<file path="src/rtl/fighter_pkg.sv">
// Shared types and constants for the fighter movement scheduler.
package fighter_pkg;

  typedef enum logic [1:0] {
    ST_IDLE     = 2'd0,
    ST_AIR      = 2'd1,
    ST_COOLDOWN = 2'd2
  } player_state_e;

  localparam int P0 = 0;
  localparam int P1 = 1;

  localparam int TICK_DIV_DEFAULT = 5_000_000;

  typedef struct packed {
    logic left;
    logic right;
    logic jump;
  } move_req_t;

  function automatic int max2(int a, int b);
    return (a > b) ? a : b;
  endfunction

endpackage

</file>
<file path="src/rtl/tick_divider.sv">
// Free-running 0..DIV-1 counter; eval is high on the last count of each period.
import fighter_pkg::*;

module tick_divider #(
  parameter int DIV = TICK_DIV_DEFAULT
) (
  input  logic clk,
  input  logic reset,
  output logic eval
);

  localparam int CW = (DIV > 1) ? $clog2(DIV) : 1;

  logic [CW-1:0] cnt;

  assign eval = (cnt == CW'(DIV - 1));

  always_ff @(posedge clk or negedge reset) begin
    if (!reset)    cnt <= '0;
    else if (eval) cnt <= '0;
    else           cnt <= cnt + CW'(1);
  end

endmodule

</file>
<file path="src/rtl/fighter_move_scheduler.sv">
// Per-tick movement/jump scheduler for two fighters with collision arbitration.
// Build option: STICKY_REQ_EN latches button presses between ticks.
import fighter_pkg::*;

module fighter_move_scheduler #(
  parameter int TICK_DIV       = TICK_DIV_DEFAULT,
  parameter int JUMP_TICKS     = 8,
  parameter int COOLDOWN_TICKS = 4
) (
  input  logic       clk,
  input  logic       reset,
  input  logic [1:0] btn_left,
  input  logic [1:0] btn_right,
  input  logic [1:0] btn_jump,
  input  logic       is_colliding,
  output logic       tick,
  output logic [1:0] cmd_left,
  output logic [1:0] cmd_right,
  output logic [1:0] cmd_jump,
  output logic [1:0] airborne,
  output logic       grant_last
);

  localparam int CW = $clog2(max2(JUMP_TICKS, COOLDOWN_TICKS) + 1);
  localparam logic [CW-1:0] JUMP_LOAD = CW'(JUMP_TICKS - 1);
  localparam logic [CW-1:0] CD_LOAD   = (COOLDOWN_TICKS > 0) ? CW'(COOLDOWN_TICKS - 1) : '0;

  logic            eval;
  move_req_t [1:0] req;
  logic [1:0]      mv_l, mv_r, jump_go;
  logic [1:0]      sup_l, sup_r;
  logic            clash;

  tick_divider #(.DIV(TICK_DIV)) u_div (
    .clk   (clk),
    .reset (reset),
    .eval  (eval)
  );

  for (genvar p = 0; p < 2; p++) begin : g_player
`ifdef STICKY_REQ_EN
    logic lat_l, lat_r, lat_j;
    // a press on the evaluation cycle itself is carried into the next period
    always_ff @(posedge clk or negedge reset) begin
      if (!reset)    {lat_l, lat_r, lat_j} <= '0;
      else if (eval) {lat_l, lat_r, lat_j} <= {btn_left[p], btn_right[p], btn_jump[p]};
      else           {lat_l, lat_r, lat_j} <= {lat_l, lat_r, lat_j} |
                                              {btn_left[p], btn_right[p], btn_jump[p]};
    end
    assign req[p] = '{left: lat_l, right: lat_r, jump: lat_j};
`else
    assign req[p] = '{left: btn_left[p], right: btn_right[p], jump: btn_jump[p]};
`endif

    assign mv_l[p] = req[p].left  & ~req[p].right;
    assign mv_r[p] = req[p].right & ~req[p].left;

    player_state_e state, state_nx;
    logic [CW-1:0] cnt, cnt_nx;
    logic          go;

    always_ff @(posedge clk or negedge reset) begin
      if (!reset) begin
        state <= ST_IDLE;
        cnt   <= '0;
      end else begin
        state <= state_nx;
        cnt   <= cnt_nx;
      end
    end

    always_comb begin
      state_nx = state;
      cnt_nx   = cnt;
      if (eval) begin
        case (state)
          ST_IDLE: if (req[p].jump) begin
            state_nx = ST_AIR;
            cnt_nx   = JUMP_LOAD;
          end
          ST_AIR: if (cnt == '0) begin
            state_nx = (COOLDOWN_TICKS == 0) ? ST_IDLE : ST_COOLDOWN;
            cnt_nx   = CD_LOAD;
          end else cnt_nx = cnt - CW'(1);
          ST_COOLDOWN: if (cnt == '0) state_nx = ST_IDLE;
                       else           cnt_nx   = cnt - CW'(1);
          default: state_nx = ST_IDLE;
        endcase
      end
    end

    always_comb begin
      go = eval & (state == ST_IDLE) & req[p].jump;
    end

    assign jump_go[p]  = go;
    assign airborne[p] = (state == ST_AIR);
  end

  // Head-on pushes only: p0 right into p1 left. grant_last=1 means p0 wins next.
  assign clash = is_colliding & mv_r[P0] & mv_l[P1];

  always_comb begin
    sup_l = '0;
    sup_r = '0;
    if (clash) begin
      if (grant_last) sup_l[P1] = 1'b1;
      else            sup_r[P0] = 1'b1;
    end
  end

  always_ff @(posedge clk or negedge reset) begin
    if (!reset) begin
      tick       <= 1'b0;
      cmd_left   <= '0;
      cmd_right  <= '0;
      cmd_jump   <= '0;
      grant_last <= 1'b1;
    end else begin
      tick      <= eval;
      cmd_left  <= eval ? (mv_l & ~sup_l) : 2'b00;
      cmd_right <= eval ? (mv_r & ~sup_r) : 2'b00;
      cmd_jump  <= jump_go;
      if (eval && clash) grant_last <= ~grant_last;
    end
  end

endmodule

</file>
<file path="config.mk">
export PLATFORM = sky130hd
export DESIGN_NAME = fighter_move_scheduler
export DESIGN_NICKNAME = d
export VERILOG_FILES = /design/src/rtl/fighter_pkg.sv /design/src/rtl/tick_divider.sv /design/src/rtl/fighter_move_scheduler.sv
export SDC_FILE = /design/constraint.sdc
export NUM_CORES = 1
export LEC_CHECK = 0
export ABC_CLOCK_PERIOD_IN_PS = 2200
export CAP_MARGIN = 20
export CORE_MARGIN = 2
export CORE_UTILIZATION = 45
export CTS_CLUSTER_DIAMETER = 150
export DETAILED_ROUTE_END_ITERATION = 10
export PLACE_DENSITY = 0.69
export SETUP_SLACK_MARGIN = 0.1
export SYNTH_ARGS = -nofsm -noshare
export SYNTH_HDL_FRONTEND = slang
export SYNTH_SLANG_ARGS = --single-unit
export TNS_END_PERCENT = 100
</file>
<file path="constraint.sdc">
create_clock -name clk -period 2.2 [get_ports clk]
set_clock_uncertainty 0.1 [all_clocks]
set_input_delay 0.55 -clock clk [delete_from_list [all_inputs] [get_ports clk]]
set_output_delay 0.55 -clock clk [all_outputs]
set_load 0.02 [all_outputs]
</file>
==> flow_summary.yaml <==
place:
  pre_cts_slack_ps: -107
  place.detailed.hpwl_um: 3250
  postPlaceCellArea_mm2: 0.00267
  gp_congestion: 0.825
  port_buffers: 18
  dp.cells: 316
power_and_ir_drop:
  ir_worst_vdd_mv: 0.340
  total_leakage_power_nw: 1.25
  total_power_mw: 1.31
  p_per_area_mw_per_mm2: 461
synth:
  synth_top_family_by_area: "simple AND/OR/NAND/NOR gates"
  synth_compound_area_share_pct: 7.54
  synth_cell_types: 45
  synthSimpleGateAreaFrac_pct: 21.6
  synthTopCellsByArea: "dfrtp_1, ha_1, mux2_2"
  ys_seq_area_share_pct: 46.7
  muxShareOfSynthArea_pct: 5.81
  ys_warn_count: 0
  synthAdderAreaFrac_pct: 7.05
  synth-async-reset-ratio_pct: 100
  synthFlopType: "dfrtp_1"
  synth_top_area_cell: "dfrtp_1"
  synth_xor_area_share_pct: 8.36
  syn-num-nets: 240
  synth-edff-count: 0
  syn_area_mm2: 0.00231
  syn_inst: 218
  synth_commonest_cells: "dfrtp_1, nor2_1, ha_1, inv_1"
  synth_seq_cells: 43
  synth.most_common_cell: "dfrtp_1"
  syn-mean-instance-area_um2: 10.6
  synth_top_cell_area_share_pct: 45.6
cts:
  cts_tree: "yes"
  cts.sinks: 43
  cts_root_buffer: "clkbuf_8"
  cts_buffer_depth: 2
  numCtsBuffers: 5
  clk_pin_slew_ps: 80
  cts-hold-fix-buffers: 0
  clk_latency_ps: 290
  htree_levels: 2
run:
  cap_violations: 0
timing:
  finalSetupViolCount: 0
  hold_violations: 0
  slew_headroom_pct: 55.3
  maxSlewViolCount: 0
  setup_ws_ps: 187
  rsz0062_at_grt: "yes"
  fmax_mhz: 497
  finalSetupTns_ps: 0
  worstMarginPinSlew_ps: 668
  fin_crit_sh_pct: 91.5
  finalCriticalPeriod_ps: 2010
  whs_ps: 89.6
global_routing:
  antenna_found_initial: 0
  grt_max_degree: 25
  grt_overflow: 0
  grt_pass1_vias: 1674
  grt.total_usage_pct: 17.2
  grt_pass1_wl_um: 7450
routing:
  wirelength_met1_um: 2050
  routedWlPerCell_um: 13.4
  met3_length_um: 137
  drc: 0
  via_count: 1723
  routed_wl_um: 4440
  drt_iter0_drc: 91
  dr_wl_met2_um: 2180
  ant_nets: 0
  top_layer: "met4"
  routed_via_density: 5.22
  first_pass_iters: 4
critical_path:
  crit_type: "flop to flop"
  critical_path_required_ps: 2290
  worst_setup_path_start_kind: "flop"
  crit_path_cell_trace: "inv_2 > ha_1 > or3b_2 > o21ai_0 > and4bb_2 > mux2_2"
  worst-path-max-fanout: 4
  critPathCaptureType: "flop"
  cp_num_buf_inv: 1
  worst_path_max_delay_cell: "or3b_2"
  critical-path-top-delay-family: "simple AND/OR/NAND/NOR gates"
  slowest_delay_ps: 460
  arrival_ps: 2100
final_layout:
  layoutNonFillerInstCount: 330
  post-route-util_pct: 56.7
  postLayoutCellArea_mm2: 0.00284
  fin_nets: 281
  n_antenna_cell: 0
  area_growth_pct: 23.3
  layout-drive-gt1-share_pct: 25.0
die:
  die_h_um: 75.6
  rows: 26
  initial_utilization_pct: 46.0
  io_pins: 19
  dieArea_mm2: 0.00571
  coreArea_mm2: 0.00501
  die_w_um: 75.6
status:
  status: "completed"
hold_path:
  hp-class: "primary input to async pin"
==> layout by cell type, fill, tap and decap left out, types with 2 or more instances in the layout <==
master           count
dfrtp_1             41
nor2_1              19
buf_4               17
clkdlybuf4s50_1     14
inv_1               12
xnor2_1             11
xor2_1              11
o21ai_0             11
mux2_2              11
nand2_1              9
ha_1                 9
nor3_1               7
nand4_1              6
nand3_1              6
a21oi_1              6
nor3b_1              5
clkbuf_8             5
and3_1               4
ha_2                 4
nand2b_1             3
clkinv_2             3
or4_1                2
and2_1               2
nor4_2               2
o22ai_1              2
o31ai_1              2
inv_2                2
nor2b_1              2
nor4_1               2
or3b_2               2
clkbuf_2             2
==> logic make-up after synthesis <==
family                     after synthesis
AOI/OAI and AO/OA                       26
xor gates and xnor gates                22
adders and majority gates               13
buffers and inverters                   17
DFF                                     43
muxes                                   12
and+or+nand+nor                         85
==> registers in the layout, summed over array words and instances (netlist names) <==
name / count
cmd_jump: 2
cmd_left: 2
cmd_right: 2
g_player.cnt: 8
g_player.state: 4
grant_last: 1
tick: 1
u_div.cnt: 23
==> worst register-to-register path, delay by kind of cell, from the launching register on <==
| family | cells | cell delay, ps |
|---|---|---|
| buffers and inverters | 1 | 90 |
| adders and majority gates | 1 | 160 |
| AOI/OAI and AO/OA | 1 | 90 |
| muxes | 1 | 340 |
| DFF | 1 | 410 |
| and+or+nand+nor | 2 | 720 |
==> final timing paths <==
| path | end | cells after the start | startpoint | slack [ps] |
|---|---|---|---|---|
| max in group asynchronous | u_div.cnt[10]$_DFF_PN0_ | 2 | reset | 1410 |
| min | g_player[0].state[0]$_DFFE_PN0P_ | 1 | reset | 90 |
| max | g_player[1].state[0]$_DFFE_PN0P_ | 6 | g_player[1].cnt[0]$_DFFE_PN0P_ | 190 |
| min reg2reg | u_div.cnt[20]$_DFF_PN0_ | 1 | u_div.cnt[20]$_DFF_PN0_ | 410 |
| min in group clk | u_div.cnt[20]$_DFF_PN0_ | 1 | u_div.cnt[20]$_DFF_PN0_ | 410 |
| max reg2reg | g_player[1].state[0]$_DFFE_PN0P_ | 6 | g_player[1].cnt[0]$_DFFE_PN0P_ | 190 |
==> cell type report <==
cell class                      instances  area [µm²]
Multi-Input combinational cell        158        1220
Timing Repair Buffer                   37         323
Sequential cell                        43        1080
Fill cell                             467        2170
Inverter                               14        52.6
Clock inverter                          3        15.0
Clock buffer                            5        68.8
Tap cell                               70        87.6
==> power breakdown <==
| group | total (mW) | switching [mW] | internal, mW |
|---|---|---|---|
| combinational | 0.0411 | 0.0219 | 0.0191 |
| clock | 0.480 | 0.263 | 0.217 |
| sequential | 0.791 | 0.000354 | 0.790 |
| total | 1.31 | 0.285 | 1.03 |
==> metal layers <==
layer	global-route usage, %	up-vias
met5	0	-
li1	-	852
met1	22.5	838
met3	4.37	8
met2	28.2	25
met4	5.07	0
==> repair_timing <==
action                                  4_1_cts  5_1_grt
gates resized for setup                       5       16
cloned                                        0        0
setup buffers                                 0        6
pin swaps                                     0        2
endpoints found under the setup margin        3       17
Power figures use the tool's default switching activity.
